**src/rtl/product_accumulator_pkg.sv**
```systemverilog
// Shared defaults for the multiplier datapath and its product accumulator.
// Holds operand width, pipeline depth, group size and a clog2 helper.
package product_accumulator_pkg;

  localparam int SIZE_D  = 8;
  localparam int LEVEL_D = 4;
  localparam int COUNT_D = 4;

  function automatic int clog2(input int n);
    int r;
    r = 0;
    while ((1 << r) < n) r++;
    return r;
  endfunction

endpackage

```
**src/rtl/product_accumulator_valid_delay.sv**
```systemverilog
// valid_delay: DEPTH-stage shift register that tracks operand validity
// alongside the upstream multiplier pipeline.
// Ports: clk, rst (async, active-high), clear (sync flush),
//        valid (in), delayed (valid after DEPTH edges).
module valid_delay #(
  parameter int DEPTH = 5
) (
  input  logic clk,
  input  logic rst,
  input  logic clear,
  input  logic valid,
  output logic delayed
);

  logic [DEPTH-1:0] sr;

  always_ff @(posedge clk or posedge rst) begin
    if (rst) begin
      sr <= '0;
    end else if (clear) begin
      sr <= '0;
    end else begin
      sr[0] <= valid;
      for (int i = 1; i < DEPTH; i++) begin
        sr[i] <= sr[i-1];
      end
    end
  end

  assign delayed = sr[DEPTH-1];

endmodule

```
**src/rtl/product_accumulator.sv**
```systemverilog
// product_accumulator: sums groups of COUNT products from a pipelined
// multiplier and hands each group sum out through a one-slot register.
// Ports: clk, rst (async, active-high), op_valid, pdt, clear,
//        sum/sum_valid/sum_ready (output slot), grp_cnt, overrun (sticky).
module product_accumulator
  import product_accumulator_pkg::*;
#(
  parameter  int SIZE  = SIZE_D,
  parameter  int LEVEL = LEVEL_D,
  parameter  int COUNT = COUNT_D,
  localparam int CNT_W = clog2(COUNT),
  localparam int ACC_W = 2*SIZE + CNT_W
) (
  input  logic             clk,
  input  logic             rst,
  input  logic             op_valid,
  input  logic [2*SIZE-1:0] pdt,
  input  logic             clear,
  output logic [ACC_W-1:0] sum,
  output logic             sum_valid,
  input  logic             sum_ready,
  output logic [CNT_W-1:0] grp_cnt,
  output logic             overrun
);

  localparam logic [CNT_W-1:0] LAST = CNT_W'(COUNT - 1);

  logic             pdt_vld;
  logic             hs;
  logic             done;
  logic             load;
  logic [ACC_W-1:0] pdt_ext;
  logic [ACC_W-1:0] acc;
  logic [ACC_W-1:0] acc_nxt;

  valid_delay #(
    .DEPTH(LEVEL + 1)
  ) u_valid_delay (
    .clk    (clk),
    .rst    (rst),
    .clear  (clear),
    .valid  (op_valid),
    .delayed(pdt_vld)
  );

  assign pdt_ext = ACC_W'(pdt);
  assign hs      = sum_valid & sum_ready;
  assign done    = pdt_vld && (grp_cnt == LAST);
  // A finished group fits if the slot is empty or drains this edge.
  assign load    = done && (!sum_valid || hs);
  // First product of a group restarts the sum instead of adding.
  assign acc_nxt = (grp_cnt == '0) ? pdt_ext : acc + pdt_ext;

  always_ff @(posedge clk or posedge rst) begin
    if (rst) begin
      acc     <= '0;
      grp_cnt <= '0;
    end else if (clear) begin
      acc     <= '0;
      grp_cnt <= '0;
    end else if (pdt_vld) begin
      acc     <= acc_nxt;
      grp_cnt <= done ? '0 : grp_cnt + CNT_W'(1);
    end
  end

  always_ff @(posedge clk or posedge rst) begin
    if (rst) begin
      sum       <= '0;
      sum_valid <= 1'b0;
      overrun   <= 1'b0;
    end else if (clear) begin
      sum_valid <= 1'b0;
      overrun   <= 1'b0;
    end else begin
      if (load) begin
        sum       <= acc_nxt;
        sum_valid <= 1'b1;
      end else if (hs) begin
        sum_valid <= 1'b0;
      end
      if (done && !load) begin
        overrun <= 1'b1;
      end
    end
  end

endmodule

```
**config.mk**
```make
export PLATFORM = sky130hd
export DESIGN_NAME = product_accumulator
export DESIGN_NICKNAME = d
export VERILOG_FILES = /design/src/rtl/product_accumulator_pkg.sv /design/src/rtl/product_accumulator_valid_delay.sv /design/src/rtl/product_accumulator.sv
export SDC_FILE = /design/constraint.sdc
export NUM_CORES = 1
export LEC_CHECK = 0
export ABC_CLOCK_PERIOD_IN_PS = 6090
export BUFFER_PORTS_ARGS = -buffer_cell sky130_fd_sc_hd__buf_2
export CORE_MARGIN = 10
export CORE_UTILIZATION = 62
export CTS_CLUSTER_DIAMETER = 80
export DETAILED_ROUTE_END_ITERATION = 12
export GPL_TIMING_DRIVEN = 0
export MAX_ROUTING_LAYER = met4
export PLACE_DENSITY = 0.94
export SYNTH_ARGS = -nofsm -noshare
export SYNTH_HDL_FRONTEND = slang
export SYNTH_HIERARCHICAL = 1
export SYNTH_SLANG_ARGS = --single-unit
```
**constraint.sdc**
```tcl
create_clock -name clk -period 6.09 [get_ports clk]
set_clock_uncertainty 0.2 [all_clocks]
set_input_delay 0.9135 -clock clk [delete_from_list [all_inputs] [get_ports clk]]
set_output_delay 0.9135 -clock clk [all_outputs]
set_load 0.05 [all_outputs]
```
-- Word level (Yosys, flattened, before mapping)
Cells that the tools add are included.
W data, S select, Z words.
- flip-flop bits (word level): 45
- bits of input ports: 21
- output and inout port bits: 22
- logic and storage cells: 34
- add/sub/neg operators: 2
- equal/unequal tests: 1
- mux-type cells: 12
- bitwise operators: 2
- reductions and logical operators: 11
- operator list (cell ; count):
    $mux W18 ; 3
    $add A18 B16 Y18 ; 1
    $mux W2 ; 3
    $mux W1 ; 5
    $mux W5 ; 1
    $reduce_bool A2 Y1 ; 2
    $logic_and A1 B1 Y1 ; 3
    $reduce_bool A3 Y1 ; 1
    $add A2 B1 Y2 const B ; 1
    $eq A2 B2 Y1 const B ; 1
    $logic_not A1 Y1 ; 2
    $logic_not A2 Y1 ; 1
    $reduce_and A2 Y1 ; 1
    $and A1 B1 Y1 ; 1
    $logic_or A1 B1 Y1 ; 1
    $not A1 Y1 ; 1

-- Depth between registers and ports, before layout
- depth after elaboration: 7
- mapped depth: 9
- gate-level depth less buffers: 9

-- Modules after synthesis
Netlist, hierarchy kept.
- modules (own cells, without submodules) (module ; times used ; cells an instance ; area each (um^2) ; seq. area each (um^2)):
    product_accumulator ; 1 ; 328 ; 2816.5 ; 1001.0
    valid_delay ; 1 ; 11 ; 160.2 ; 125.1

-- Worst setup path after synthesis
No wires, ideal clock.
- path kind: input port to flip-flop
- start point: input pdt[0]
- end point: register acc[12]
- setup time: 129 ps
- arrival: 2491 ps
- data required time: 5761 ps
- slack: 3270 ps
- stages on the path: 9
- path buffers: 0
- cell sequence: ha_1 -> inv_1 -> fa_1 -> nand2b_1 -> a211oi_2 -> o2111ai_1 -> o21ai_1 -> xnor2_1 -> o21ai_0
- longest elaborated chain between the ends: 4
- ends and longest elaborated chain (what ; RTL line ; RTL):
    start: declaration ; product_accumulator.sv:17 ; input logic [2*SIZE-1:0] pdt,
    $add A18 B16 Y18 ; product_accumulator.sv:52 ; assign acc_nxt = (grp_cnt == '0) ? pdt_ext : acc + pdt_ext;
    $mux W18 ; product_accumulator.sv:52 ;
    $mux W18 ; product_accumulator.sv:61 ; end else if (pdt_vld) begin
    $mux W18 ; product_accumulator.sv:58 ; end else if (clear) begin
    end signal: assignment ; product_accumulator.sv:62 ; acc <= acc_nxt;
    end: declaration ; product_accumulator.sv:33 ; logic [ACC_W-1:0] acc;
Every way passes these cells. The select of a mux whose other input is x is not followed.
A chain may end at the register's enable or synchronous reset.

-- Final worst setup path
Ends and elaborated chain as after synthesis.

==> reports/qor.yml <==
finalCritPeriodShare: 0.490
grtUsageMet1: 0.250
die_w_um: 89.3
ff2ff_path_depth: 9
worstHoldPathCells: 2
path_cells: "buf_2 > ha_1 > inv_1 > fa_1 > nand2b_1 > a211oi_2 > o2111ai_1 > o21ai_1 > xnor2_1 > o21ai_0"
worst_pin_slew_ns: 0.863
placed_cell_area_um2: 3250
gr-total-overflow: 0
netlist_area_um2: 2980
worst_path_largest_cell_delay_ns: 0.40
dieArea_um2: 7970
seqPwrFrac: 0.512
period_minus_slack_ns: 2.98
synth.area.top_cells: "dfrtp_1 38%, ha_1 7.6%, nand2_1 6.1%, a21oi_1 4.0%, nor2_1 3.8%"
diodes: 0
post-cts-setup-buffers: 0
h-tree-depth: 2
dr_total_vias: 2719
critical_path_class: "primary input to flop"
cts_made_buffers: 5
area_growth_pct: 12.4
ys_ff_latch: 45
p_int_w: 0.000417
power_switching_w: 0.000186
grt.busiest_layer: "met2"
cp.buffers_inverters: 2
wire_per_inst_um: 17.8
clock_sinks: 45
grt_start_max_net_pins: 41
relSlewSlack: 0.424
layout-drive-gt1-share: 0.175
grt_usage: 0.209
synth_top_area_share: 0.378
wl_um: 7860
ios: 43
gr-usage-met3: 0.0319
rows: 25
hp-start: "sum[4]$_DFFE_PP0P_"
drv_cap: 0
yosysWarnings: 6
port_buffers: 42
drc: 0
yosysSeqAreaShare: 0.378
ys_async_sr_fraction: 1.00
critPathRequiredTime_ns: 6.07
hpwl_um: 5770
swShare: 0.308
start_util: 0.634
grt_pass1_wl_um: 12700
dp.cells: 435
synth_ff_type: "dfrtp_1"
clk_latency_ns: 0.31
cts.repair.resized: 0
critical-path-top-delay-family: "compound AO/OA/AOI/OAI gates"
r2r_end: "acc[12]$_DFFE_PP0P_"
cts_root_buffer: "clkbuf_8"
total_leakage_power_nw: 1.58
synth_area_per_cell_um2: 8.78
grt_pass1_vias: 2717
max_freq_ghz: 0.335
use_met2: 0.352
comb_power_share: 0.157
finalInstanceArea_um2: 3340
whs_ns: 0.280
clkSlewWorstSetupHoldPaths_ns: 0.10
finalHoldViolCount: 0
cp.arrival_ns: 2.96
rsz0062_at_grt: "false"
rr_startpoint: "acc[0]$_DFFE_PP0P_"
layout.nets: 428
postSynthCellCount: 339
drtAntennaViolNets: 0
min_to: "sum[4]$_DFFE_PP0P_"
finalSetupTns_ns: 0
dr.pass1.iters: 5
power_density_nw_per_um2: 180
instances_no_fill: 443
synth_top_cell_by_area: "dfrtp_1"
setup_viol: 0
maxSlewViolCount: 0
syn-num-nets: 379
cp_slowest_cell: "fa_1"
ys_types: 57
synth_edf_count: 0
clock_path_buffers: 2
first_iter_violations: 247
cts_tree: "yes"
vias_per_cell: 6.14
peakVddDrop_v: 0.000120
min_path_type: "flop to flop"
cp-start-kind: "primary input"
final_cell_mix: "48 x nand2_1, 45 x dfrtp_1, 43 x buf_2"
cp_max_fo: 4
antenna_found_initial: 0
final_common_cell: "nand2_1"
ctsHoldBuffers: 0
r2r_slack_ns: 3.43
die_y_um: 89.3
outcome: "complete, no violations"
pwr-share-clk: 0.331
place_congestion: 0.939
coreArea_um2: 4690
endpoint_kind: "flop"
-- worst max-delay path by stage --
stage | slack, ns | startpoint | endpoint | cells after the start
after floorplan | 3.27 | pdt[0] | acc[12]$_DFFE_PP0P_ | 9
after global placement | 2.89 | pdt[0] | sum[12]$_DFFE_PP0P_ | 10
after detailed placement | 2.82 | pdt[0] | acc[12]$_DFFE_PP0P_ | 10
after CTS | 3.13 | pdt[0] | sum[12]$_DFFE_PP0P_ | 10
after global routing | 3.00 | pdt[0] | sum[12]$_DFFE_PP0P_ | 10
final | 3.11 | pdt[0] | acc[12]$_DFFE_PP0P_ | 10
-- logic make-up (layout without fill, tap and decap cells) --
logic type      Yosys count  in the layout  share of synthesized area
compound gates           98             98                      0.227
xor+xnor                 11             11                     0.0324
fa+ha+maj                19             19                     0.0824
buf+inv                  34             84                     0.0563
flops                    45             45                      0.378
mux                      10             10                     0.0336
simple gates            122            122                      0.190
-- final cells by class --
type                            instances  area, um^2
Buffer                                 19         111
Clock buffer                            5        68.8
Clock inverter                          3        21.3
Fill cell                             384        1350
Inverter                               15        56.3
Multi-Input combinational cell        260        1680
Sequential cell                        45        1130
Tap cell                               54        67.6
Timing Repair Buffer                   42         210
-- state kept, by name (all words and copies together), names as in the netlist --
name	flops
acc	18
grp_cnt	2
sum	18
u_valid_delay/sr	5
sum_valid	1
overrun	1
-- metal layers --
layer,routed length (um),share of wire
met5,0,0
met4,142,0.018
met3,476,0.061
met2,3680,0.47
met1,3570,0.45
-- power by group through the flow --
stage | logic (W) | clock network (W) | registers (W)
finish | 0.0000945 | 0.000200 | 0.000309
global placement | 0.0000907 | 0 | 0.000314
CTS | 0.0000939 | 0.000197 | 0.000309
global route | 0.000103 | 0.000212 | 0.000310
detailed placement | 0.0000935 | 0 | 0.000315
floorplan | 0.0000491 | 0 | 0.000332
-- Yosys cell counts (2+ instances only) --
library cell	number
o21a_1	3
nand3_1	6
nor2_1	30
o41ai_2	2
buf_6	2
a311oi_1	2
nor2b_1	8
a31oi_1	5
clkbuf_8	2
dfrtp_1	45
a211oi_2	2
ha_1	18
mux2i_1	10
a311o_1	2
buf_1	2
o31ai_1	3
xnor2_1	8
nand2_1	48
a21o_1	4
xor2_1	3
a211oi_1	11
and3_1	4
o211ai_1	2
o21ai_0	21
clkbuf_1	11
nand4_1	2
inv_1	14
a21oi_1	24
or3_1	2
nand2b_1	5
o31a_1	2
o21ai_1	3
nor3_1	9
-- metrics by stage --
step | setup slack, ns | util | power (W)
2_1_floorplan | 3.27 | - | 0.000381
3_3_place_gp | 2.89 | 0.694 | 0.000405
3_5_place_dp | 2.82 | 0.694 | 0.000408
4_1_cts | 3.13 | 0.713 | 0.000599
5_1_grt | 3.00 | 0.713 | 0.000624
6_report | 3.11 | 0.713 | 0.000603
-- worst register-to-register path: stages (launching register included) --
cell and delay [ns]:
dfrtp_1 0.37, ha_1 0.17, inv_1 0.06, fa_1 0.40
nand2b_1 0.20, a211oi_2 0.30, o2111ai_1 0.27, o21ai_1 0.24
xnor2_1 0.18, o21ai_0 0.14
Note: power is estimated with default switching activity, not from simulation.
